$ cat config.mk
export PLATFORM = sky130hd
export DESIGN_NAME = dp_seq_ctrl_flat
export DESIGN_NICKNAME = d
export VERILOG_FILES = /design/src/rtl/dp_ctrl_pkg.sv /design/src/rtl/dp_seq_ctrl_if.sv /design/src/rtl/dp_skip_pe.sv /design/src/rtl/dp_seq_ctrl.sv /design/src/flat_wrapper.sv
export SDC_FILE = /design/constraint.sdc
export NUM_CORES = 1
export LEC_CHECK = 0
export BUFFER_PORTS_ARGS = -buffer_cell sky130_fd_sc_hd__buf_4
export CORE_UTILIZATION = 28
export CTS_BUF_LIST = sky130_fd_sc_hd__clkbuf_16
export DETAILED_ROUTE_END_ITERATION = 6
export GPL_ROUTABILITY_DRIVEN = 0
export PLACE_DENSITY = 0.6
export SLEW_MARGIN = 20
export SYNTH_ARGS = -nofsm -noshare
export SYNTH_HDL_FRONTEND = slang
export SYNTH_SLANG_ARGS = --single-unit
$ cat constraint.sdc
create_clock -name clk -period 2.95 [get_ports clk]
set_input_delay 0.59 -clock clk [delete_from_list [all_inputs] [get_ports clk]]
set_output_delay 0.59 -clock clk [all_outputs]
set_load 0.02 [all_outputs]
$ cat src/rtl/dp_ctrl_pkg.sv
// Shared definitions for the dp_unit job sequencer.
//   dp_state_e       : FSM state names (IDLE, CLEAR, STREAM, DRAIN, DONE)
//   ST_*             : the same encodings as plain logic constants for the state register
//   DP_VALID_BOTH/NONE : dp_in_valid codes for a full beat / no beat
package dp_ctrl_pkg;

    typedef enum logic [2:0] {
        IDLE   = 3'd0,
        CLEAR  = 3'd1,
        STREAM = 3'd2,
        DRAIN  = 3'd3,
        DONE   = 3'd4
    } dp_state_e;

    localparam logic [2:0] ST_IDLE   = IDLE;
    localparam logic [2:0] ST_CLEAR  = CLEAR;
    localparam logic [2:0] ST_STREAM = STREAM;
    localparam logic [2:0] ST_DRAIN  = DRAIN;
    localparam logic [2:0] ST_DONE   = DONE;

    localparam logic [1:0] DP_VALID_BOTH = 2'b11;
    localparam logic [1:0] DP_VALID_NONE = 2'b00;

endpackage

$ cat src/rtl/dp_seq_ctrl_if.sv
// Bundle of all sequencer-facing signals except clk/reset.
//   job_*      : job request from the tile scheduler (valid/ready, length, operand masks)
//   rd_*       : operand buffer read port (1-cycle read latency)
//   dp_*       : dp_unit control, operand beat and accumulator return
//   res_*      : result valid/ready port
//   busy       : sequencer not idle
// Modport master is the sequencer; modport slave is its environment.
interface dp_seq_ctrl_if #(
    parameter int unsigned DW_DATA = 8,
    parameter int unsigned VEC_LEN = 16
);
    localparam int unsigned AW = $clog2(VEC_LEN);

    logic               job_valid;
    logic               job_ready;
    logic [AW:0]        job_len;
    logic [VEC_LEN-1:0] job_mask_a;
    logic [VEC_LEN-1:0] job_mask_b;
    logic               rd_en;
    logic [AW-1:0]      rd_addr;
    logic [DW_DATA-1:0] rd_data_a;
    logic [DW_DATA-1:0] rd_data_b;
    logic               dp_reset;
    logic               dp_enable;
    logic [DW_DATA-1:0] dp_in_a;
    logic [DW_DATA-1:0] dp_in_b;
    logic [1:0]         dp_in_valid;
    logic [DW_DATA-1:0] dp_out;
    logic               res_valid;
    logic               res_ready;
    logic [DW_DATA-1:0] res_data;
    logic               busy;

    modport master (
        input  job_valid, job_len, job_mask_a, job_mask_b,
        input  rd_data_a, rd_data_b, dp_out, res_ready,
        output job_ready, rd_en, rd_addr, dp_reset, dp_enable,
        output dp_in_a, dp_in_b, dp_in_valid, res_valid, res_data, busy
    );

    modport slave (
        output job_valid, job_len, job_mask_a, job_mask_b,
        output rd_data_a, rd_data_b, dp_out, res_ready,
        input  job_ready, rd_en, rd_addr, dp_reset, dp_enable,
        input  dp_in_a, dp_in_b, dp_in_valid, res_valid, res_data, busy
    );

endinterface

$ cat src/rtl/dp_skip_pe.sv
// Priority encoder for zero-skip streaming: finds the lowest set bit of mask
// strictly above idx and strictly below len. Purely combinational.
//   mask     : in  VEC_LEN  candidate elements (mask_a & mask_b)
//   len      : in  AW+1     job length bound
//   idx      : in  AW       current element index
//   next_idx : out AW       lowest qualifying index (0 when none)
//   found    : out 1        a qualifying index exists
module dp_skip_pe #(
    parameter int unsigned VEC_LEN = 16,
    localparam int unsigned AW = $clog2(VEC_LEN)
) (
    input  logic [VEC_LEN-1:0] mask,
    input  logic [AW:0]        len,
    input  logic [AW-1:0]      idx,
    output logic [AW-1:0]      next_idx,
    output logic               found
);

    // Scan downward so the lowest qualifying bit is the last one written.
    always_comb begin
        next_idx = '0;
        found    = 1'b0;
        for (int i = int'(VEC_LEN) - 1; i >= 0; i--) begin
            if (mask[i] && (i > int'(idx)) && (i < int'(len))) begin
                next_idx = AW'(i);
                found    = 1'b1;
            end
        end
    end

endmodule

$ cat src/rtl/dp_seq_ctrl.sv
// Job sequencer for one dp_unit dot-product lane: accepts a job, clears the lane,
// streams operand pairs from the operand buffers, waits out the lane latency and
// returns the captured accumulator on a valid/ready result port.
//   clk   : in  clock
//   reset : in  synchronous active-high reset
//   bus   : dp_seq_ctrl_if.master (job, operand read, dp_unit, result and busy signals)
// Build option: define DP_SEQ_ZERO_SKIP_EN to issue only indices where both
// operands are nonzero (mask_a & mask_b) instead of every index below len.
module dp_seq_ctrl
    import dp_ctrl_pkg::*;
#(
    parameter int unsigned DW_DATA = 8,
    parameter int unsigned VEC_LEN = 16,
    parameter int unsigned DP_LAT  = 2
) (
    input  logic          clk,
    input  logic          reset,
    dp_seq_ctrl_if.master bus
);

    localparam int unsigned AW = $clog2(VEC_LEN);
    localparam int unsigned LW = AW + 1;
    localparam int unsigned CW = (DP_LAT < 1) ? 1 : $clog2(DP_LAT + 1);

    logic [2:0]         state, state_next;
    logic [AW-1:0]      idx, idx_next;
    logic [CW-1:0]      cnt, cnt_next;
    logic [LW-1:0]      len_q, len_in;
    logic [VEC_LEN-1:0] mask_a_q, mask_b_q;
    logic [1:0]         pipe_valid;
    logic [DW_DATA-1:0] res_q;
    logic               job_ready_q, busy_q, rd_en_q, dp_reset_q, dp_enable_q, res_valid_q;

    // Index-walk decisions, supplied by the selected streaming policy.
    logic               none_to_issue;
    logic [AW-1:0]      first_idx;
    logic               last_issue;
    logic [AW-1:0]      next_issue;
    logic [1:0]         beat_valid;

    assign len_in = (bus.job_len > LW'(VEC_LEN)) ? LW'(VEC_LEN) : bus.job_len;

`ifdef DP_SEQ_ZERO_SKIP_EN
    logic [VEC_LEN-1:0] both_nz;
    logic [AW-1:0]      pe_next;
    logic               pe_found;
    logic               first_is_zero;

    assign both_nz = mask_a_q & mask_b_q;

    dp_skip_pe #(.VEC_LEN(VEC_LEN)) u_skip_pe (
        .mask     (both_nz),
        .len      (len_q),
        .idx      (idx),
        .next_idx (pe_next),
        .found    (pe_found)
    );

    // idx is 0 in CLEAR, so element 0 is tested directly and the encoder covers the rest.
    assign first_is_zero = both_nz[0] && (len_q != '0);
    assign none_to_issue = !(first_is_zero || pe_found);
    assign first_idx     = first_is_zero ? '0 : pe_next;
    assign last_issue    = !pe_found;
    assign next_issue    = pe_next;
    assign beat_valid    = DP_VALID_BOTH;
`else
    assign none_to_issue = (len_q == '0);
    assign first_idx     = '0;
    assign last_issue    = (LW'(idx) == (len_q - LW'(1)));
    assign next_issue    = idx + AW'(1);
    assign beat_valid    = {mask_a_q[idx], mask_b_q[idx]};
`endif

    // State register.
    always_ff @(posedge clk) begin
        if (reset) state <= ST_IDLE;
        else       state <= state_next;
    end

    // Next-state, index and drain-counter logic.
    always_comb begin
        state_next = state;
        idx_next   = idx;
        cnt_next   = cnt;
        case (state)
            ST_IDLE: begin
                if (bus.job_valid && job_ready_q) begin
                    state_next = ST_CLEAR;
                    idx_next   = '0;
                end
            end
            ST_CLEAR: begin
                if (none_to_issue) begin
                    state_next = ST_DRAIN;
                    cnt_next   = CW'(DP_LAT);
                end else begin
                    state_next = ST_STREAM;
                    idx_next   = first_idx;
                end
            end
            ST_STREAM: begin
                if (last_issue) begin
                    state_next = ST_DRAIN;
                    cnt_next   = CW'(DP_LAT);
                end else begin
                    idx_next   = next_issue;
                end
            end
            ST_DRAIN: begin
                if (cnt == '0) state_next = ST_DONE;
                else           cnt_next   = cnt - CW'(1);
            end
            ST_DONE: begin
                if (bus.res_ready) state_next = ST_IDLE;
            end
            default: state_next = ST_IDLE;
        endcase
    end

    // Job fields, beat pipe stage, result capture and registered state-decoded outputs.
    always_ff @(posedge clk) begin
        if (reset) begin
            idx         <= '0;
            cnt         <= '0;
            len_q       <= '0;
            mask_a_q    <= '0;
            mask_b_q    <= '0;
            pipe_valid  <= DP_VALID_NONE;
            res_q       <= '0;
            job_ready_q <= 1'b1;
            busy_q      <= 1'b0;
            rd_en_q     <= 1'b0;
            dp_reset_q  <= 1'b0;
            dp_enable_q <= 1'b0;
            res_valid_q <= 1'b0;
        end else begin
            idx <= idx_next;
            cnt <= cnt_next;
            if (state == ST_IDLE && bus.job_valid && job_ready_q) begin
                len_q    <= len_in;
                mask_a_q <= bus.job_mask_a;
                mask_b_q <= bus.job_mask_b;
            end
            // Beat lines up with the operand buffer's 1-cycle read latency.
            pipe_valid <= (state == ST_STREAM) ? beat_valid : DP_VALID_NONE;
            if (state == ST_DRAIN && cnt == '0) res_q <= bus.dp_out;
            job_ready_q <= (state_next == ST_IDLE);
            busy_q      <= (state_next != ST_IDLE);
            rd_en_q     <= (state_next == ST_STREAM);
            dp_reset_q  <= (state_next == ST_CLEAR);
            dp_enable_q <= (state_next == ST_STREAM) || (state_next == ST_DRAIN);
            res_valid_q <= (state_next == ST_DONE);
        end
    end

    assign bus.job_ready   = job_ready_q;
    assign bus.busy        = busy_q;
    assign bus.rd_en       = rd_en_q;
    assign bus.rd_addr     = idx;
    assign bus.dp_reset    = dp_reset_q;
    assign bus.dp_enable   = dp_enable_q;
    assign bus.dp_in_valid = pipe_valid;
    // Read data arrives this cycle, so operands are gated rather than re-registered.
    assign bus.dp_in_a     = (pipe_valid == DP_VALID_BOTH) ? bus.rd_data_a : '0;
    assign bus.dp_in_b     = (pipe_valid == DP_VALID_BOTH) ? bus.rd_data_b : '0;
    assign bus.res_valid   = res_valid_q;
    assign bus.res_data    = res_q;

endmodule

$ cat src/flat_wrapper.sv
// flat-port wrapper written by rule: the top's interface ports become plain ports
module dp_seq_ctrl_flat import dp_ctrl_pkg::*;
#(
    parameter int unsigned DW_DATA = 8,
    parameter int unsigned VEC_LEN = 16,
    parameter int unsigned DP_LAT  = 2
)
  (clk, reset, bus_job_valid, bus_job_len, bus_job_mask_a, bus_job_mask_b, bus_rd_data_a, bus_rd_data_b, bus_dp_out, bus_res_ready, bus_job_ready, bus_rd_en, bus_rd_addr, bus_dp_reset, bus_dp_enable, bus_dp_in_a, bus_dp_in_b, bus_dp_in_valid, bus_res_valid, bus_res_data, bus_busy);
  dp_seq_ctrl_if #(.DW_DATA(DW_DATA), .VEC_LEN(VEC_LEN)) bus_i ();
  input  logic clk;
  input  logic reset;
  input wire logic [$bits(bus_i.job_valid)-1:0] bus_job_valid;
  input wire logic [$bits(bus_i.job_len)-1:0] bus_job_len;
  input wire logic [$bits(bus_i.job_mask_a)-1:0] bus_job_mask_a;
  input wire logic [$bits(bus_i.job_mask_b)-1:0] bus_job_mask_b;
  input wire logic [$bits(bus_i.rd_data_a)-1:0] bus_rd_data_a;
  input wire logic [$bits(bus_i.rd_data_b)-1:0] bus_rd_data_b;
  input wire logic [$bits(bus_i.dp_out)-1:0] bus_dp_out;
  input wire logic [$bits(bus_i.res_ready)-1:0] bus_res_ready;
  output wire logic [$bits(bus_i.job_ready)-1:0] bus_job_ready;
  output wire logic [$bits(bus_i.rd_en)-1:0] bus_rd_en;
  output wire logic [$bits(bus_i.rd_addr)-1:0] bus_rd_addr;
  output wire logic [$bits(bus_i.dp_reset)-1:0] bus_dp_reset;
  output wire logic [$bits(bus_i.dp_enable)-1:0] bus_dp_enable;
  output wire logic [$bits(bus_i.dp_in_a)-1:0] bus_dp_in_a;
  output wire logic [$bits(bus_i.dp_in_b)-1:0] bus_dp_in_b;
  output wire logic [$bits(bus_i.dp_in_valid)-1:0] bus_dp_in_valid;
  output wire logic [$bits(bus_i.res_valid)-1:0] bus_res_valid;
  output wire logic [$bits(bus_i.res_data)-1:0] bus_res_data;
  output wire logic [$bits(bus_i.busy)-1:0] bus_busy;
  assign bus_i.job_valid = bus_job_valid;
  assign bus_i.job_len = bus_job_len;
  assign bus_i.job_mask_a = bus_job_mask_a;
  assign bus_i.job_mask_b = bus_job_mask_b;
  assign bus_i.rd_data_a = bus_rd_data_a;
  assign bus_i.rd_data_b = bus_rd_data_b;
  assign bus_i.dp_out = bus_dp_out;
  assign bus_i.res_ready = bus_res_ready;
  assign bus_job_ready = bus_i.job_ready;
  assign bus_rd_en = bus_i.rd_en;
  assign bus_rd_addr = bus_i.rd_addr;
  assign bus_dp_reset = bus_i.dp_reset;
  assign bus_dp_enable = bus_i.dp_enable;
  assign bus_dp_in_a = bus_i.dp_in_a;
  assign bus_dp_in_b = bus_i.dp_in_b;
  assign bus_dp_in_valid = bus_i.dp_in_valid;
  assign bus_res_valid = bus_i.res_valid;
  assign bus_res_data = bus_i.res_data;
  assign bus_busy = bus_i.busy;
  dp_seq_ctrl #(.DW_DATA(DW_DATA), .VEC_LEN(VEC_LEN), .DP_LAT(DP_LAT)) u_core (.clk(clk), .reset(reset), .bus(bus_i));
endmodule
Yosys cells after proc, flatten, opt, wreduce, memory -nomap -nowiden
Cells that the tools add are included.
{"block": "word_totals", "ff_bits": 62, "inputBits": 65, "output_inout_bits": 36, "word_cells": 72}
{"block": "classes", "addsub": 3, "magnitude_cmp": 2, "n_eq_ne": 16, "muxes": 21, "bitwise_logic": 1, "n_reduce_logical": 15}
{"operator": "two-way mux 8 bit", "n": 2}
{"operator": "one-hot mux 3 bit (5 select lines)", "n": 1}
{"operator": "equality test 3 x 2 -> 1 bit, second input constant", "n": 4}
{"operator": "two-way mux 3 bit", "n": 4}
{"operator": "two-way mux 4 bit", "n": 3}
{"operator": "one-hot mux 4 bit (3 select lines)", "n": 1}
{"operator": "nonzero test 3 bit", "n": 3}
{"operator": "binary-select mux 1 bit (select 4 bit)", "n": 2}
{"operator": "AND reduction 4 bit", "n": 2}
{"operator": "equality test 3 x 1 -> 1 bit, second input constant", "n": 2}
{"operator": "equality test 3 bit, second input constant", "n": 2}
{"operator": "logical NOT 3 bit", "n": 2}
{"operator": "two-way mux 2 bit", "n": 3}
{"operator": "inequality test 2 x 1 -> 1 bit, second input constant", "n": 3}
{"operator": "inequality test 2 bit, second input constant", "n": 3}
{"operator": "one-hot mux 2 bit (3 select lines)", "n": 1}
{"operator": "equality test 4 x 5 -> 1 bit", "n": 1}
{"operator": "greater-than comparator 5 bit, second input constant", "n": 1}
{"operator": "logical NOT 5 bit", "n": 1}
{"operator": "less-than comparator 4 x 5 -> 1 bit, second input constant", "n": 1}
{"operator": "two-way mux 5 bit", "n": 1}
{"operator": "subtractor 5 x 1 -> 5 bit, second input constant", "n": 1}
{"operator": "adder 4 x 1 -> 4 bit, second input constant", "n": 1}
{"operator": "logical AND 1 bit", "n": 4}
{"operator": "7 further kinds", "n": 9}

Longest topological paths before layout
Gate-level depths: netlist of the first run.
{"block": "depth", "ltp_word": 6, "mapped_depth": 7, "ltp_nobuf": 7}

Least setup slack after synthesis of the first run
Ideal clock, no wire load.
{"block": "synth_timing", "kind": "reg-to-reg", "start": "register u_core.len_q[0]", "end": "register u_core.job_ready_q (netlist: u_core.bus.job_ready)", "setup_time_ns": 0.115, "arrival_time_ns": 2.011, "t_required_ns": 2.835, "setup_slack_ns": 0.823, "stages_incl_launch_ff": 8, "cell_sequence": "dfxtp_1 > inv_1 > ha_1 > o21ba_1 > a221o_1 > a2111oi_4 > nor3b_2 > a31o_1"}
{"block": "synth_between", "elab_chain_cells": 5, "elab_cells_between_ends": 7, "classes_between": "1 x add/sub; 1 x eq/ne; 3 x mux; 2 x reduce/logical"}
{"item": "start, declared", "line_no": "dp_seq_ctrl.sv:28", "source": "logic [LW-1:0] len_q, len_in;"}
{"item": "start signal, assigned", "line_no": "dp_seq_ctrl.sv:140", "source": "len_q <= len_in;"}
{"item": "subtractor 5 x 1 -> 5 bit", "line_no": "dp_seq_ctrl.sv:69", "source": "assign last_issue = (LW'(idx) == (len_q - LW'(1)));"}
{"item": "equality test 4 x 5 -> 1 bit", "line_no": "dp_seq_ctrl.sv:69"}
{"item": "two-way mux 3 bit", "line_no": "dp_seq_ctrl.sv:102", "source": "if (last_issue) begin"}
{"item": "one-hot mux 3 bit (5 select lines) *", "line_no": "dp_seq_ctrl.sv:85", "source": "case (state)"}
{"item": "logical NOT 3 bit *", "line_no": "dp_seq_ctrl.sv:147", "source": "job_ready_q <= (state_next == ST_IDLE);"}
{"item": "end signal, assigned", "line_no": "dp_seq_ctrl.sv:147"}
{"item": "end, declared", "line_no": "dp_seq_ctrl.sv:32", "source": "logic job_ready_q, busy_q, rd_en_q, dp_reset_q, dp_enable_q, res_valid_q;"}
Mark *: on every way between the ends. The rest lies on a longest branch, timed or not.
A chain may end at the register's enable or synchronous reset.

Final worst setup path of the first run
Ends and elaborated chain as after synthesis.

==> reports/qor.csv, run 1 <==
stage;metric;value;unit
routing;route.detailed.drc;0;
worst_setup_path;worstPathRequired;3.17;ns
global_routing;grt_pass1_wl;10.9;mm
layout;antenna_cells;0;
floorplan;die_w;101;um
synth;synth_cell_types;37;
clock_network;cts_buffer_depth;2;
sta;max_freq;428;MHz
synth;synth_flop_cell;dfxtp_1;
synth;synth_area_leader_cell;dfxtp_1;
floorplan;die_h;101;um
min_path;hold_class;reg -> reg;
synth;synthMuxAreaShare;8.16;%
synth;synth_xor_area_share;1.59;%
synth;syn_avg_cell_area;8.47;um^2
sta;rsz0062_at_grt;no;
routing;ant_nets;0;
sta;slew_headroom;58.5;%
sta;finalHoldViolCount;0;
floorplan;core;9420;um^2
clock_network;clock_sinks;62;
global_routing;first_global_vias;2370;
synth;seq_area_frac_synth;45.0;%
floorplan;rows;35;
power;p_comb_share;17.8;%
synth;async_flop_share;0;%
worst_setup_path;crit_chain;inv_1, ha_1, o21ba_1, a221o_1, a2111oi_4, nor3b_2, a31o_1;
clock_network;cts_htree_levels;3;
synth;synthTopCellsByArea;dfxtp_1, nand2_1, a21oi_1;
min_path;hold_end;u_core.mask_a_q[14];
power;p_leak;1.69;nW
synth;synth_edf_count;0;
worst_setup_path;path_max_fanout;8;
sta;slew_violations;0;
floorplan;dieArea;10300;um^2
worst_setup_path;crit_path_start;u_core.len_q[0];
layout;final_cells;553;
synth;synth_top_area_share;45.0;%
routing;wl;6.90;mm
sta;fin_crit_sh;79.3;%
sta;tns;0;ns
routing;drt-pass1-iter-count;4;
clock_network;cts_tree;built;
clock_network;ctsResizeCount;0;
floorplan;initial_core_util;29.3;%
place;portBuffers;100;
layout;area_growth;43.3;%
global_routing;grt_max_degree;57;
sta;min_period;2.34;ns
power;power.switching;715;uW
power;swShare;26.6;%
outcome;status;complete, no violations;
routing;vias_per_cell;4.58;
sta;skew;0.00849;ns
worst_setup_path;crit_type;reg -> reg;
power;pwr-share-seq;36.8;%
layout;final_nets;487;
global_routing;grt_use_total;13.8;%
routing;wl_per_cell;12.5;um
synth;syn_nets;394;
synth;synthAdderAreaFrac;1.36;%
power;vdd_drop_max;0.000263;V
clock_network;numCtsBuffers;9;
global_routing;antenna_found_initial;0;
floorplan;boundaryPins;101;
clock_network;postCtsSetupRepairBufs;0;
synth;synth_simple_gate_area_share;25.5;%
job;drv_cap;0;
sta;setup_violations;0;
power;power.share.clock;45.4;%
layout;finish.utilization;42.0;%
layout;final_cell_mix;buf_4, nand2_1, dfxtp_1, a21oi_1, and3_1;
routing;drt-initial-drc-count;132;
clock_network;root_buffer;clkbuf_16;
clock_network;clkSlewWorstSetupHoldPaths;0.05;ns
worst_setup_path;cp_slowest_cell;a2111oi_4;
sta;tightest_slew;0.621;ns
synth;syn_inst;326;
clock_network;cts_hold_buf;0;
synth;syn_area;2760;um^2
worst_setup_path;crit_path_max_incr_delay;0.59;ns
worst_setup_path;rr_worst_depth;7;
worst_setup_path;cp_num_cells;7;
synth;ys_warn_count;0;
clock_network;clk_latency;0.33;ns
worst_setup_path;critPathBufInv;1;
worst_setup_path;worstSetupEndpointType;register;
place;dpl.cell_count;537;
routing;vias;2530;
min_path;worstHoldPathCells;2;
place;dp_hpwl;4.96;mm
synth;ys_ff_latch;62;
worst_setup_path;crit-reg2reg-launch;u_core.len_q[0];
power;powerDensity;679;nW/um^2
worst_setup_path;setup.worst_path.start_class;register;
layout;final_common_cell;buf_4;
worst_setup_path;rr_endpoint;u_core.bus.job_ready;
worst_setup_path;crit_family;compound AO/OA/AOI/OAI gates;
min_path;hold_start;u_core.mask_a_q[14];
synth;synth_compound_area_share;13.9;%
power;internal_power;1.97;mW
global_routing;grt.overflow.total;0;
synth;synth_top_family_by_area;simple AND/OR/NAND/NOR gates;
layout;post_route_cells_drive_above_1_share;31.4;%
worst_setup_path;rrSetupSlack;0.61;ns
worst_setup_path;arrival;2.56;ns
area by class of cell:
type	count	area [um^2]
clock buffers	9	225
clock inverters	7	121
fillers	943	5460
inverters	9	33.8
multi-input cells	234	1400
flip-flops and latches	62	1240
well taps	129	161
repair buffers	103	773
sequential cells by signal, summed over array words and instances (netlist names):
register / count
u_core.mask_a_q: 16
u_core.mask_b_q: 16
u_core.bus.res_data: 8
u_core.len_q: 5
u_core.bus.rd_addr: 4
u_core.state: 3
u_core.bus.dp_in_valid: 2
u_core.cnt: 2
u_core.bus.busy: 1
u_core.bus.dp_enable: 1
u_core.bus.dp_reset: 1
u_core.bus.job_ready: 1
u_core.bus.rd_en: 1
u_core.bus.res_valid: 1
power by group through the flow:
stage	Combinational [mW]	Clock [mW]	Sequential [mW]
after floorplan	0.304	0	1.01
after global placement	0.475	0	1.01
after detailed placement	0.485	0	1.01
after CTS	0.485	1.24	0.990
after global routing	0.536	1.27	1.00
final	0.478	1.22	0.989
per-layer routing:
layer | vias to the layer above | global-route usage, % | wire (um)
met5 | - | 0 | 0
met4 | 0 | 5.69 | 92
met3 | 9 | 3.86 | 455
met2 | 80 | 23.1 | 3120
met1 | 1138 | 16.7 | 3230
li1 | 1303 | - | -
cells by family (layout without fill, tap and decap cells):
kind of cell	Yosys count	in the layout
adders and majority gates	3	3
DFF	62	62
AOI/OAI and AO/OA	64	64
buffers and inverters	30	128
muxes	10	10
and+or+nand+nor	152	152
xor gates and xnor gates	5	5
Yosys cell counts, types with 2 or more instances:
cell / n
and3_1: 17
nand4_1: 2
xor2_1: 2
xnor2_1: 3
o31ai_1: 2
mux4_2: 10
nor2_1: 7
nand2_1: 94
a21oi_1: 46
and2_1: 2
nand2b_1: 3
nor3_1: 6
o211ai_1: 2
nand3b_1: 6
nor2b_1: 4
nand3_1: 4
buf_2: 4
a31oi_1: 2
o21ai_0: 4
clkbuf_1: 16
ha_1: 3
a31o_1: 2
nor4_1: 2
inv_1: 9
dfxtp_1: 62
worst max path at each step:
stage / end / slack [ns]
floorplan: u_core.bus.job_ready / 0.82
global placement: u_core.bus.job_ready / 0.70
detailed placement: u_core.bus.job_ready / 0.63
CTS: u_core.bus.job_ready / 0.61
global route: u_core.bus.job_ready / 0.45
finish: u_core.bus.job_ready / 0.61
stage by stage:
step           worst slack [ns]  cell area [um^2]  hold slack (ns)  total power [mW]
2_1_floorplan             0.823              2760            0.433              1.31
3_3_place_gp              0.701              3610            0.440              1.48
3_5_place_dp              0.627              3610            0.447              1.49
4_1_cts                   0.610              3960            0.454              2.71
5_1_grt                   0.451              3960            0.469              2.81
6_report                  0.612              3960            0.452              2.69
worst min-delay path: stages, from the launching register on:
cell	delay, ns
dfxtp_1	0.30
nand2_1	0.05
a21oi_1	0.05
Note: power is estimated with default switching activity, not from simulation.
==> inputs of run 2 (changes only) <==
--- a/config.mk
+++ b/config.mk
@@ -10,7 +10,7 @@
 export CTS_BUF_LIST = sky130_fd_sc_hd__clkbuf_16
 export DETAILED_ROUTE_END_ITERATION = 6
 export GPL_ROUTABILITY_DRIVEN = 0
-export PLACE_DENSITY = 0.6
+export PLACE_DENSITY = 0.62
 export SLEW_MARGIN = 20
 export SYNTH_ARGS = -nofsm -noshare
 export SYNTH_HDL_FRONTEND = slang
==> constraint.sdc (replaced) <==
create_clock -name clk -period 2.1 [get_ports clk]
set_input_delay 0.42 -clock clk [delete_from_list [all_inputs] [get_ports clk]]
set_output_delay 0.42 -clock clk [all_outputs]
set_load 0.02 [all_outputs]
==> reports/qor.csv, run 2 (synthesis gave the netlist of run 1 again) <==
stage;metric;value;unit;change
outcome;status;complete, no violations;;unchanged
place;dp_hpwl;5.21;mm;was 4.96 mm
clock_network;cts_htree_levels;3;;unchanged
global_routing;grt_use_total;14.9;%;was 13.8%
sta;slew_violations;0;;unchanged
global_routing;grt_pass1_wl;11.6;mm;was 10.9 mm
layout;post-route-cell-area;4030;um^2;was 3960 um^2
worst_setup_path;crit_path_start;u_core.len_q[1];;was u_core.len_q[0]
global_routing;antenna_found_initial;0;;unchanged
floorplan;die_w;101;um;unchanged
floorplan;initial_core_util;29.3;%;unchanged
sta;slew_headroom;72.4;%;was 58.5%
sta;finalHoldViolCount;0;;unchanged
layout;final_nets;499;;was 487
global_routing;first_global_vias;2484;;was 2370
layout;final_cell_mix;buf_4, nand2_1, dfxtp_1, a21oi_1, and3_1;;unchanged
layout;nFillCells;955;;was 943
worst_setup_path;path_max_fanout;7;;was 8
clock_network;cts_buffer_depth;2;;unchanged
place;dpl.cell_count;548;;was 537
power;vdd_drop_max;0.000474;V;was 0.000263 V
layout;area_growth;46.0;%;was 43.3%
place;portBuffers;100;;unchanged
worst_setup_path;crit-reg2reg-launch;u_core.len_q[1];;was u_core.len_q[0]
sta;skew;0.00557;ns;was 0.00849 ns
sta;rsz0062_at_grt;no;;unchanged
global_routing;grt.overflow.total;0;;unchanged
routing;route.detailed.drc;0;;unchanged
floorplan;rows;35;;unchanged
worst_setup_path;arrival;2.21;ns;was 2.56 ns
worst_setup_path;worstSetupEndpointType;register;;unchanged
routing;drt-pass1-iter-count;4;;unchanged
job;drv_cap;0;;unchanged
worst_setup_path;crit_path_max_incr_delay;0.35;ns;was 0.59 ns
power;internal_power;2.67;mW;was 1.97 mW
layout;layout.area.seq;1240;um^2;unchanged
power;power.switching;987;uW;was 715 uW
layout;multi_input_area;1400;um^2;about the same
floorplan;core;9420;um^2;unchanged
power;powerDensity;907;nW/um^2;was 679 nW/um^2
clock_network;clock_sinks;62;;unchanged
min_path;hold_start;bus_dp_out[6];;was u_core.mask_a_q[14]
routing;vias_per_cell;4.67;;was 4.58
layout;final_common_cell;buf_4;;unchanged
clock_network;cts_hold_buf;0;;unchanged
routing;drt-initial-drc-count;107;;was 132
routing;ant_nets;0;;unchanged
sta;fin_hold_ws;0.346;ns;was 0.452 ns
worst_setup_path;crit_family;compound AO/OA/AOI/OAI gates;;unchanged
layout;final_cells;565;;was 553
worst_setup_path;setup.worst_path.start_class;register;;unchanged
worst_setup_path;worstPathRequired;2.31;ns;was 3.17 ns
layout;antenna_cells;0;;unchanged
place;dpl_cell_area;3700;um^2;was 3610 um^2
floorplan;boundaryPins;101;;unchanged
routing;vias;2638;;was 2530
sta;tns;0;ns;unchanged
clock_network;cts_tree;built;;unchanged
sta;tightest_slew;0.414;ns;was 0.621 ns
clock_network;clkSlewWorstSetupHoldPaths;0.05;ns;about the same
sta;fin_crit_sh;95.2;%;was 79.3%
global_routing;grt_max_degree;40;;was 57
floorplan;dieArea;10300;um^2;unchanged
sta;max_freq;500;MHz;was 428 MHz
layout;post_route_cells_drive_above_1_share;33.3;%;was 31.4%
worst_setup_path;critPathBufInv;2;;was 1
sta;setup_violations;0;;unchanged
clock_network;clk_latency;0.32;ns;was 0.33 ns
sta;setup_ws;0.101;ns;was 0.612 ns
place;pre_cts_ws;0.0186;ns;was 0.627 ns
clock_network;numCtsBuffers;9;;unchanged
routing;wl;7.28;mm;was 6.90 mm
power;p_comb_share;19.9;%;was 17.8%
worst_setup_path;cp_slowest_cell;dfxtp_1;;was a2111oi_4
worst_setup_path;crit_type;reg -> reg;;unchanged
power;swShare;27.0;%;was 26.6%
power;pwr-share-seq;37.6;%;was 36.8%
worst_setup_path;crit_chain;inv_1, ha_2, o21ba_1, a221o_1, a2111oi_4, buf_4, nor3b_2, a31o_1;;was inv_1, ha_1, o21ba_1, a221o_1, a2111oi_4, nor3b_2, a31o_1
clock_network;root_buffer;clkbuf_16;;unchanged
floorplan;die_h;101;um;unchanged
sta;min_period;2.00;ns;was 2.34 ns
power;power.share.clock;42.4;%;was 45.4%
power;p_leak;1.75;nW;was 1.69 nW
min_path;hold_class;in -> reg;;was reg -> reg
routing;wl_per_cell;12.9;um;was 12.5 um
-- run 2: power groups by stage --
stage	registers (mW)	logic, mW	clock network, mW
after CTS	1.38	0.737	1.58
after global routing	1.39	0.814	1.65
after detailed placement	1.40	0.735	0
after global placement	1.40	0.716	0
after floorplan	1.42	0.427	0
final	1.38	0.728	1.55
-- run 2: metal layers --
metal	part of all wire [%]	up-vias	track usage (%)
met5	0	-	0
met4	1.7	0	5.91
met3	6.0	10	4.90
met2	49	81	25.1
met1	44	1214	17.5
li1	-	1333	-
-- run 2: per-stage QoR --
| step | power (mW) | util (%) |
|---|---|---|
| final | 3.65 | 42.8 |
| after global routing | 3.86 | 42.8 |
| after CTS | 3.70 | 42.7 |
| after detailed placement | 2.14 | 39.3 |
| after global placement | 2.11 | 39.3 |
| after floorplan | 1.84 | - |
-- run 2: worst paths after layout --
path | endpoint | slack (ns) | depth (start not counted)
setup / recovery | u_core.bus.job_ready | 0.10 | 8
hold / removal | u_core.bus.res_data[6] | 0.35 | 3
setup reg to reg | u_core.bus.job_ready | 0.10 | 8
hold reg to reg | u_core.mask_b_q[6] | 0.45 | 2
-- run 2: cell type report --
| class | count | share of cell area [%] |
|---|---|---|
| clock inverters | 7 | 2.20 |
| clock buffers | 9 | 5.59 |
| inverters | 9 | 0.839 |
| repair buffers | 115 | 21.7 |
| flip-flops and latches | 62 | 30.8 |
| well taps | 129 | 4.01 |
| multi-input cells | 234 | 34.8 |
-- run 2: worst register-to-register path, cell delays in order, from the launching register on --
cell and delay, ns:
dfxtp_1 0.35, inv_1 0.06, ha_2 0.20, o21ba_1 0.17
a221o_1 0.35, a2111oi_4 0.29, buf_4 0.19, nor3b_2 0.07
a31o_1 0.22
-- run 2: timing repair --
action,in CTS,in global routing
gates resized for setup,0,1
setup endpoints to repair,0,9
buffers inserted,0,1
==> inputs of run 3 (changes only) <==
--- a/config.mk
+++ b/config.mk
@@ -5,12 +5,14 @@
 export SDC_FILE = /design/constraint.sdc
 export NUM_CORES = 1
 export LEC_CHECK = 0
+export ABC_AREA = 1
 export BUFFER_PORTS_ARGS = -buffer_cell sky130_fd_sc_hd__buf_4
 export CORE_UTILIZATION = 28
 export CTS_BUF_LIST = sky130_fd_sc_hd__clkbuf_16
 export DETAILED_ROUTE_END_ITERATION = 6
 export GPL_ROUTABILITY_DRIVEN = 0
-export PLACE_DENSITY = 0.62
+export PLACE_DENSITY = 0.61
+export SKIP_CTS_REPAIR_TIMING = 1
 export SLEW_MARGIN = 20
 export SYNTH_ARGS = -nofsm -noshare
 export SYNTH_HDL_FRONTEND = slang
==> reports/qor.csv, run 3 <==
stage;metric;value;unit;change
synth;syn_avg_cell_area;6.89;um^2;was 8.47 um^2
worst_setup_path;worstSetupEndpointType;output pin;;was register
sta;slew_violations;0;;unchanged
clock_network;clkSlewWorstSetupHoldPaths;0.06;ns;was 0.05 ns
global_routing;grt_max_degree;37;;was 40
routing;route.detailed.drc;0;;unchanged
sta;tightest_slew;0.463;ns;was 0.414 ns
layout;final_cell_mix;buf_4, nor2_1, dfxtp_1, nand2_1, o21ai_0;;was buf_4, nand2_1, dfxtp_1, a21oi_1, and3_1
layout;antenna_cells;0;;unchanged
synth;async_flop_share;0;%;unchanged
job;drv_cap;0;;unchanged
worst_setup_path;path_max_fanout;12;;was 7
synth;syn_inst;426;;was 326
synth;synthTopCellsByCount;nor2_1, dfxtp_1, nand2_1;;was nand2_1, dfxtp_1, a21oi_1
place;dpl_cell_area;3820;um^2;was 3700 um^2
routing;drt-initial-drc-count;183;;was 107
worst_setup_path;rr_worst_depth;12;;was 8
routing;vias;2996;;was 2638
floorplan;initial_core_util;28.7;%;was 29.3%
clock_network;root_buffer;clkbuf_16;;unchanged
clock_network;cts_buffer_depth;2;;unchanged
sta;fin_crit_sh;82.6;%;was 95.2%
min_path;worstHoldPathCells;3;;unchanged
floorplan;dieArea;10900;um^2;was 10300 um^2
clock_network;cts_tree;built;;unchanged
clock_network;clock_sinks;62;;unchanged
sta;tns;0;ns;unchanged
min_path;hold_end;u_core.mask_b_q[10];;was u_core.bus.res_data[6]
synth;syn_area;2940;um^2;was 2760 um^2
layout;post_route_cells_drive_above_1_share;28.8;%;was 33.3%
routing;wl_per_cell;11.5;um;was 12.9 um
floorplan;rows;37;;was 35
synth;synth_flop_cell;dfxtp_1;;unchanged
layout;area_growth;42.0;%;was 46.0%
sta;max_freq;577;MHz;was 500 MHz
clock_network;numCtsBuffers;9;;unchanged
synth;synth_top_area_share;42.3;%;was 45.0%
sta;setup_violations;0;;unchanged
layout;finish.utilization;40.8;%;was 42.8%
synth;seq_area_frac_synth;42.3;%;was 45.0%
synth;synthTopCellsByArea;dfxtp_1, nor2_1, o21ai_0;;was dfxtp_1, nand2_1, a21oi_1
synth;synth_area_leader_cell;dfxtp_1;;unchanged
worst_setup_path;worstPathRequired;1.68;ns;was 2.31 ns
power;p_leak;1.92;nW;was 1.75 nW
routing;wl;7.67;mm;was 7.28 mm
worst_setup_path;rr_endpoint;u_core.bus.job_ready;;unchanged
floorplan;die_h;104;um;was 101 um
global_routing;grt_use_total;14.3;%;was 14.9%
sta;finalHoldViolCount;0;;unchanged
clock_network;cts_htree_levels;3;;unchanged
power;powerDensity;1120;nW/um^2;was 907 nW/um^2
sta;min_period;1.73;ns;was 2.00 ns
routing;drt-pass1-iter-count;4;;unchanged
floorplan;die_w;104;um;was 101 um
outcome;status;complete, no violations;;unchanged
sta;slew_headroom;69.1;%;was 72.4%
sta;skew;0.00714;ns;was 0.00557 ns
layout;final_nets;591;;was 499
routing;ant_nets;0;;unchanged
worst_setup_path;crit-reg2reg-launch;u_core.len_q[0];;was u_core.len_q[1]
layout;nFillCells;1046;;was 955
global_routing;grt.overflow.total;0;;unchanged
synth;syn_nets;494;;was 394
worst_setup_path;arrival;1.31;ns;was 2.21 ns
synth;synth_edf_count;0;;unchanged
floorplan;core;10200;um^2;was 9420 um^2
floorplan;boundaryPins;101;;unchanged
layout;post-route-cell-area;4170;um^2;was 4030 um^2
clock_network;clk_latency;0.33;ns;was 0.32 ns
routing;vias_per_cell;4.51;;was 4.67
place;dp_hpwl;5.61;mm;was 5.21 mm
min_path;hold_start;bus_job_mask_b[10];;was bus_dp_out[6]
place;portBuffers;100;;unchanged
sta;rsz0062_at_grt;no;;unchanged
synth;ys_warn_count;0;;unchanged
global_routing;antenna_found_initial;0;;unchanged
global_routing;grt_pass1_wl;12.5;mm;was 11.6 mm
layout;final_common_cell;buf_4;;unchanged
synth;synth_cell_types;28;;was 37
synth;synth_most_common_cell;nor2_1;;was nand2_1
power;vdd_drop_max;0.000497;V;was 0.000474 V
min_path;hold_class;in -> reg;;unchanged
worst_setup_path;setup.worst_path.start_class;register;;unchanged
worst_setup_path;rrSetupSlack;0.49;ns;was 0.10 ns
synth;ys_ff_latch;62;;unchanged
global_routing;first_global_vias;2833;;was 2484
worst_setup_path;crit_type;reg -> out;;was reg -> reg
[run 3: cell types whose count changed after synthesis, moves of 5 or more]
cell	before	now
mux4_2	10	0
inv_1	9	47
nor2_1	7	76
inv_2	0	8
clkbuf_1	16	7
buf_2	4	10
nand3b_1	6	1
o21ai_0	4	50
and3_1	17	0
nand2_1	94	61
nand3_1	4	29
a21oi_1	46	38
[run 3: worst max path at each step]
stage | startpoint | slack [ns] | endpoint | cells past startpoint
2_1_floorplan | u_core.bus.dp_in_valid[1] | 0.57 | bus_dp_in_a[0] | 3
3_3_place_gp | u_core.bus.rd_addr[1] | 0.52 | u_core.bus.rd_en | 8
3_5_place_dp | u_core.len_q[0] | 0.50 | u_core.bus.job_ready | 12
4_1_cts | u_core.bus.dp_in_valid[1] | 0.36 | bus_dp_in_b[1] | 3
5_1_grt | u_core.bus.dp_in_valid[1] | 0.23 | bus_dp_in_b[2] | 3
6_report | u_core.bus.rd_addr[1] | 0.37 | bus_rd_addr[1] | 2
[run 3: worst max-delay path, cell delays in order, from the launching register on]
cell     delay (ns)
dfxtp_1        0.60
buf_4          0.24
buf_4          0.14
[run 3: kinds of logic after synthesis]
kind of cell    synth area share (%)
simple gates                    28.3
compound gates                  16.8
buf+inv                         10.4
fa+ha+maj                       1.28
flops                           42.3
xor+xnor                       0.895
[run 3: cell type report]
cell class                      count  area (um^2)  area share [%]
Sequential cell                    62         1240            29.8
Inverter                           55          206            4.95
Multi-Input combinational cell    288         1390            33.3
Clock inverter                      7          123            2.94
Timing Repair Buffer              107          816            19.6
Clock buffer                        9          225            5.40
Tap cell                          136          170            4.08
[run 3: power breakdown]
group	internal (mW)	switching [mW]	leakage (nW)
Sequential	1.45	0.124	0.508
Combinational	0.521	0.876	1.25
Clock	1.16	0.546	0.162
Total	3.14	1.55	1.92
[run 3: routing by layer]
metal | global-route usage (%) | routed length (um) | up-vias | share of wire [%]
li1 | - | - | 1548 | -
met1 | 17.1 | 3400 | 1353 | 44
met2 | 24.2 | 3700 | 85 | 48
met3 | 2.88 | 410 | 10 | 5.3
met4 | 7.24 | 157 | 0 | 2.0
met5 | 0 | 0 | - | 0
[run 3: per-stage QoR]
stage / power (mW) / instances / worst slack, ns / hold slack [ns]
after detailed placement: 3.01 / 648 / 0.497 / 0.448
after floorplan: 2.57 / 426 / 0.571 / 0.421
after global routing: 4.97 / 664 / 0.225 / 0.315
final: 4.68 / 664 / 0.366 / 0.311
after global placement: 2.98 / 648 / 0.524 / 0.445
after CTS: 4.73 / 664 / 0.360 / 0.303
